$ cat src/rtl/pipelined_prefix_add.sv
// rtl/pipelined_prefix_add.sv - Kogge-Stone add/subtract with a valid/ready register pipeline
module pipelined_prefix_add #(
    parameter int N      = 32,
    parameter int STAGES = 2
) (
    input  logic         clk,
    input  logic         rst,
    input  logic         in_valid,
    output logic         in_ready,
    input  logic [N-1:0] a,
    input  logic [N-1:0] b,
    input  logic         ci,
    input  logic         sub,
    output logic         out_valid,
    input  logic         out_ready,
    output logic [N-1:0] c,
    output logic         co,
    output logic         ovf
);

    localparam int L = $clog2(N);

    typedef struct packed {
        logic [N-1:0] p;
        logic [N-1:0] g;
        logic [N-1:0] gp;
        logic         cin;
    } pfx_t;

    typedef struct packed {
        logic [N-1:0] c;
        logic         co;
        logic         ovf;
    } res_t;

    // Carry-in enters as the generate of position -1, folded into bit 0.
    function automatic pfx_t pfx_init(logic [N-1:0] av, logic [N-1:0] bv, logic cv);
        pfx_t s;
        s.p     = av ^ bv;
        s.g     = av & bv;
        s.gp    = s.p;
        s.cin   = cv;
        s.g[0]  = s.g[0] | (s.p[0] & cv);
        s.gp[0] = 1'b0;
        return s;
    endfunction

    function automatic pfx_t pfx_level(pfx_t s, int d);
        pfx_t r;
        r = s;
        for (int i = d; i < N; i++) begin
            r.g[i]  = s.g[i] | (s.gp[i] & s.g[i-d]);
            r.gp[i] = s.gp[i] & s.gp[i-d];
        end
        return r;
    endfunction

    function automatic res_t pfx_final(logic [N-1:0] p, logic [N-1:0] g, logic cin);
        res_t         r;
        logic [N-1:0] cy;
        cy    = {g[N-2:0], cin};
        r.c   = p ^ cy;
        r.co  = g[N-1];
        r.ovf = cy[N-1] ^ g[N-1];
        return r;
    endfunction

    // Bit j set when an intermediate rank sits in front of prefix level j;
    // earlier segments absorb the remainder levels.
    function automatic logic [L-1:0] bnd_mask();
        logic [L-1:0] msk;
        int           q;
        int           r;
        int           st;
        msk = '0;
        if (STAGES > 2) begin
            q = L / (STAGES - 1);
            r = L % (STAGES - 1);
            for (int m = 1; m <= STAGES - 2; m++) begin
                st      = m * q + ((m < r) ? m : r);
                msk[st] = 1'b1;
            end
        end
        return msk;
    endfunction

    localparam logic [L-1:0] BND = bnd_mask();

    logic [STAGES-1:0] vld_q;
    logic [STAGES-1:0] vld_d;
    logic [STAGES-1:0] ld;
    logic [STAGES-1:0] adv;

    always_comb begin
        adv = '0;
        ld  = '0;
        adv[STAGES-1] = vld_q[STAGES-1] & out_ready;
        for (int k = STAGES - 1; k >= 1; k--) begin
            ld[k]    = vld_q[k-1] & (~vld_q[k] | adv[k]);
            adv[k-1] = vld_q[k-1] & ld[k];
        end
        in_ready = ~vld_q[0] | adv[0];
        ld[0]    = in_valid & in_ready;
        for (int k = 0; k < STAGES; k++) begin
            vld_d[k] = ld[k] | (vld_q[k] & ~adv[k]);
        end
    end

    always_ff @(posedge clk or posedge rst) begin
        if (rst) begin
            vld_q <= '0;
        end else begin
            vld_q <= vld_d;
        end
    end

    logic [N-1:0] bb;
    logic         cin;
    logic [N-1:0] src_a;
    logic [N-1:0] src_bb;
    logic         src_cin;

    assign bb  = sub ? ~b : b;
    assign cin = sub ? 1'b1 : ci;

    generate
        if (STAGES == 1) begin : g_single
            assign src_a   = a;
            assign src_bb  = bb;
            assign src_cin = cin;
        end else begin : g_multi
            logic [N-1:0] a_q;
            logic [N-1:0] bb_q;
            logic         cin_q;

            always_ff @(posedge clk or posedge rst) begin
                if (rst) begin
                    a_q   <= '0;
                    bb_q  <= '0;
                    cin_q <= 1'b0;
                end else if (ld[0]) begin
                    a_q   <= a;
                    bb_q  <= bb;
                    cin_q <= cin;
                end
            end

            assign src_a   = a_q;
            assign src_bb  = bb_q;
            assign src_cin = cin_q;
        end
    endgenerate

    pfx_t mid_q [STAGES];
    pfx_t mid_d [STAGES];
    res_t res_d;
    res_t res_q;

    always_comb begin
        pfx_t s;
        int   m;
        for (int k = 0; k < STAGES; k++) begin
            mid_d[k] = '0;
        end
        s = pfx_init(src_a, src_bb, src_cin);
        m = 0;
        for (int j = 0; j < L; j++) begin
            if (BND[j]) begin
                m        = m + 1;
                mid_d[m] = s;
                s        = mid_q[m];
            end
            s = pfx_level(s, 1 << j);
        end
        res_d = pfx_final(s.p, s.g, s.cin);
    end

    always_ff @(posedge clk or posedge rst) begin
        if (rst) begin
            for (int k = 0; k < STAGES; k++) begin
                mid_q[k] <= '0;
            end
        end else begin
            for (int k = 1; k < STAGES - 1; k++) begin
                if (ld[k]) begin
                    mid_q[k] <= mid_d[k];
                end
            end
        end
    end

    always_ff @(posedge clk or posedge rst) begin
        if (rst) begin
            res_q <= '0;
        end else if (ld[STAGES-1]) begin
            res_q <= res_d;
        end
    end

    assign out_valid = vld_q[STAGES-1];
    assign c         = res_q.c;
    assign co        = res_q.co;
    assign ovf       = res_q.ovf;

endmodule

$ cat config.mk
export PLATFORM = sky130hd
export DESIGN_NAME = pipelined_prefix_add
export DESIGN_NICKNAME = d
export VERILOG_FILES = /design/src/rtl/pipelined_prefix_add.sv
export SDC_FILE = /design/constraint.sdc
export NUM_CORES = 1
export LEC_CHECK = 0
export BUFFER_PORTS_ARGS = -buffer_cell sky130_fd_sc_hd__buf_2
export CORE_MARGIN = 2
export CORE_UTILIZATION = 44
export CTS_BUF_LIST = sky130_fd_sc_hd__clkbuf_4 sky130_fd_sc_hd__clkbuf_8
export DETAILED_ROUTE_END_ITERATION = 12
export PLACE_DENSITY = 0.67
export SLEW_MARGIN = 5
export SYNTH_ARGS = -nofsm -noshare
export SYNTH_HDL_FRONTEND = slang
export SYNTH_SLANG_ARGS = --single-unit
export TNS_END_PERCENT = 5
$ cat constraint.sdc
create_clock -name clk -period 3.84 [get_ports clk]
set_input_delay 0.768 -clock clk [delete_from_list [all_inputs] [get_ports clk]]
set_output_delay 0.768 -clock clk [all_outputs]
set_load 0.02 [all_outputs]
==> results list <==
- Post-CTS setup-driven buffer insertion count: 0
- Worst clock skew: 0.00970 ns
- After clock tree synthesis, the clock-pin slew on the worst setup and hold paths is 0.09 ns.
- In this run, placement finished with an instance count of 799.
* Final std cells w/o fill: 814
- Summed over all nets, the switching power comes to 1.54 mW.
* Post-synth cell types: 50
- The run finished with clean final reports.
* Met3 track demand over resource in global routing: 3.61%
* Sequential fraction of the synthesis area: 45.8%
- The repair_antennas step left the layout with diodes totalling 0.
- Util after Layout: 52.7%
- CTS resizes: 0
* Post-synthesis sequential element count: 101
* Core ar.: 12,100 µm²
- The tree built by TritonCTS fans out to 101 sinks.
- OpenSTA, run right after detailed placement, puts the worst setup slack at 0.870 ns.
- Final hold analysis gives a worst-case slack of 0.482 ns.
- Wire length of the first global-routing pass: 19,900 µm
- Detailed-routing iteration count for the pre-antenna-repair pass: 5
- Crit share post-route: 77.6%
- # setup viols final: 0
- TritonCTS Buffers: 9
- Estimated wirelength of the detail-placed design: 8910 µm
- The worst hold path belongs to the class flop to flop.
- Sort of element at the end of the critical path: flop
- After detailed routing, the average wire length per cell comes to 14.9 µm.
- Per report_power, the sequential group accounts for 39.4% of the total.
- Die Height: 116 µm
- Source of the worst register-to-register timing path: g_multi.a_q[0]
* Weighted congestion reported at the end of routability-driven placement: 0.921
* Buffers from clock root to sink, at most: 2
* Post-layout nets: 745
- Shortest period the worst path allows: 2.98 ns
* Least setup slack across all paths after layout: 0.860 ns
- Area enclosed by the die boundary: 13,500 µm²
- Met1 routing resource usage after global routing: 26.1%
- Setup Total Neg Slack: 0 ns
* Cell at the root of the clock tree: sky130_fd_sc_hd__clkbuf_8
- Combined global-route utilization of all metal layers: 19.0%
- The critical path starts at g_multi.a_q[0].
* Power per cell area: 604 nW/µm²
* Max-cap check violation count: 0
- Arrival time at the worst endpoint: 3.23 ns
- TritonCTS built the clock tree.
* Area growth from synthesis to layout: 15.5%
- For the worst flop-to-flop path, the logic depth is 12.
- In this run the static leakage power is 2.96 nW.
- The number of max-slew violations in the final report is 0.
- The via count of the first global-routing pass came to 4,007.
* Synthesized area per cell: 10.1 µm²
- From left edge to right edge, the die measures 116 µm.
- Number of standard cells after synthesis: 549
- After layout, the design draws a total of 3.85 mW.
- At the pin with the least slew margin, the transition time is 1.05 ns.
- End of the worst register-to-register path: ovf
- The clock reaches the later pin of the worst-skew pair after 0.38 ns.
- Port buffering added 105 buffers.
- Internal power comes to 2.31 mW.
- Most frequent cells in the layout: sky130_fd_sc_hd__buf_2, sky130_fd_sc_hd__dfrtp_1, sky130_fd_sc_hd__nand2_1, sky130_fd_sc_hd__o21ai_0, sky130_fd_sc_hd__xnor2_1
* Hold violation total from the final report: 0
- CTS built an H-tree with a depth of 3.
* Total gr overflow: 0
* Post-DR vias/cell: 5.17
- Combinational power share: 43.4%
* Initial core utilization: 45.6%
- Final Instance Area: 6380 µm²
- Setup slack of the most critical reg-to-reg path: 0.86 ns
- Final routed DRC violation total: 0
- The placed instances occupy a cell area of 6200 µm².
- Leaving out fill and tap cells, the most frequent cell in the layout is sky130_fd_sc_hd__buf_2.
- Pin count of the biggest net entering global routing: 93
* Ys flop type: sky130_fd_sc_hd__dfrtp_1
* Share of cells above drive strength 1: 25.7%
- Type of origin of the critical path: flop
- Achievable clock frequency: 0.336 GHz
- Count of flip-flops with a built-in enable after synthesis: 0
- For this run, global-route usage on met2 was measured as 29.7%.
- Synthesized cell area: 5520 µm²
* Worst setup path category: flop to flop
* CP required: 4.09 ns
* Max transition margin: 29.7%
- Max FO, Critical Path: 5
* Post-route ant nets: 0
* Clock power frac: 17.3%
- CTS hold repair buffers: 0
- For this block, the routed nets add up to 12,100 µm of wire.
- Async set-or-reset flop fraction in the synthesized netlist: 100%
- Setup repair after global routing left no endpoint under its margin.
* Endpoint of the worst setup timing path: ovf
- In this run switching power makes up 40.0% of total power.
* Total of warnings raised by yosys: 0
- Antenna violations before repair: 0
- After floorplanning, the core was divided into 40 placement rows.
- Synthesis produced a netlist with a net count of 652.
- Detailed routing inserted a total of 4,211 vias.
- Maximum ir drop on the vdd rail: 325 µV
- In this run the most used layer during global routing was met2.
- IO Pins: 106
* Drt first-iter violations: 188
[state kept, by name (all words and copies together) (netlist names)]
signal,count
c,32
g_multi.a_q,32
ovf,1
g_multi.cin_q,1
g_multi.bb_q,32
vld_q,2
co,1
[synth_stat cells, types with 2 or more instances]
library cell               number  area share [%]
sky130_fd_sc_hd__dfrtp_1      101              46
sky130_fd_sc_hd__nand2_1       87             5.9
sky130_fd_sc_hd__o21ai_0       65             5.9
sky130_fd_sc_hd__xnor2_1       46             7.3
sky130_fd_sc_hd__mux2_2        33             6.7
sky130_fd_sc_hd__ha_1          31             7.0
sky130_fd_sc_hd__a21oi_1       25             2.3
sky130_fd_sc_hd__clkbuf_1      22             1.5
sky130_fd_sc_hd__nor2_1        17             1.2
sky130_fd_sc_hd__xor2_1        15             2.4
sky130_fd_sc_hd__a21o_1        14             1.9
sky130_fd_sc_hd__and3_1         7            0.79
sky130_fd_sc_hd__inv_1          7            0.48
sky130_fd_sc_hd__o21ai_1        6            0.54
sky130_fd_sc_hd__nand3_1        5            0.45
sky130_fd_sc_hd__buf_1          4            0.27
sky130_fd_sc_hd__nand2b_1       4            0.45
sky130_fd_sc_hd__nor3_1         4            0.36
sky130_fd_sc_hd__nor3b_1        4            0.54
sky130_fd_sc_hd__o21bai_1       4            0.54
sky130_fd_sc_hd__o31a_1         4            0.63
sky130_fd_sc_hd__o31ai_1        4            0.54
sky130_fd_sc_hd__a211oi_1       3            0.41
sky130_fd_sc_hd__a31oi_1        3            0.34
sky130_fd_sc_hd__nand4_1        3            0.34
sky130_fd_sc_hd__o211ai_1       3            0.41
sky130_fd_sc_hd__a31oi_2        2            0.45
sky130_fd_sc_hd__fa_1           2            0.72
sky130_fd_sc_hd__o22ai_1        2            0.23
sky130_fd_sc_hd__o41a_1         2            0.41
[worst min path at each step]
stage,cells past startpoint,endpoint,startpoint,slack (ns)
6_report,2,c[15],c[15],0.48
5_1_grt,2,c[9],c[9],0.52
4_1_cts,2,c[15],c[15],0.49
3_5_place_dp,2,c[15],c[15],0.47
3_3_place_gp,2,c[14],c[14],0.46
2_1_floorplan,2,g_multi.bb_q[10],g_multi.bb_q[10],0.45
[per-layer routing]
| metal | up-vias | wire (µm) |
|---|---|---|
| li1 | 2107 | - |
| met1 | 1989 | 5950 |
| met2 | 99 | 5480 |
| met3 | 16 | 494 |
| met4 | 0 | 214 |
| met5 | - | 0 |
[worst max-delay path, stage by stage, from the launching register on]
cell,delay [ns]
sky130_fd_sc_hd__dfrtp_1,0.38
sky130_fd_sc_hd__fa_1,0.23
sky130_fd_sc_hd__inv_1,0.06
sky130_fd_sc_hd__fa_1,0.39
sky130_fd_sc_hd__or2b_1,0.25
sky130_fd_sc_hd__a21oi_2,0.24
sky130_fd_sc_hd__a21oi_4,0.11
sky130_fd_sc_hd__o21ai_1,0.33
sky130_fd_sc_hd__a31oi_1,0.21
sky130_fd_sc_hd__o31ai_1,0.28
sky130_fd_sc_hd__a21oi_1,0.14
sky130_fd_sc_hd__xnor2_1,0.15
sky130_fd_sc_hd__o21ai_1,0.07
[layout make-up]
| cell class | count | area (µm²) |
|---|---|---|
| inverter | 7 | 28.8 |
| clock inverter | 1 | 5.00 |
| sequential | 101 | 2530 |
| clock buffer | 14 | 180 |
| fill | 1153 | 5730 |
| timing repair buffer | 108 | 548 |
| multi-input combinational | 415 | 2880 |
| tap | 168 | 210 |
[cells by family after synthesis]
group	share of synthesized area [%]
AOI/OAI and AO/OA	16.5
muxes	6.91
xor gates and xnor gates	9.67
adders and majority gates	7.75
buffers and inverters	2.24
DFF	45.8
and+or+nand+nor	11.1
[power groups by stage]
| stage | registers (mW) | logic, mW | clock network [mW] |
|---|---|---|---|
| after detailed placement | 1.54 | 1.67 | 0 |
| after CTS | 1.52 | 1.68 | 0.676 |
| after global routing | 1.56 | 1.85 | 0.719 |
| after global placement | 1.54 | 1.64 | 0 |
| after floorplan | 1.72 | 0.984 | 0 |
| final | 1.52 | 1.67 | 0.665 |
Power figures use the tool's default switching activity.
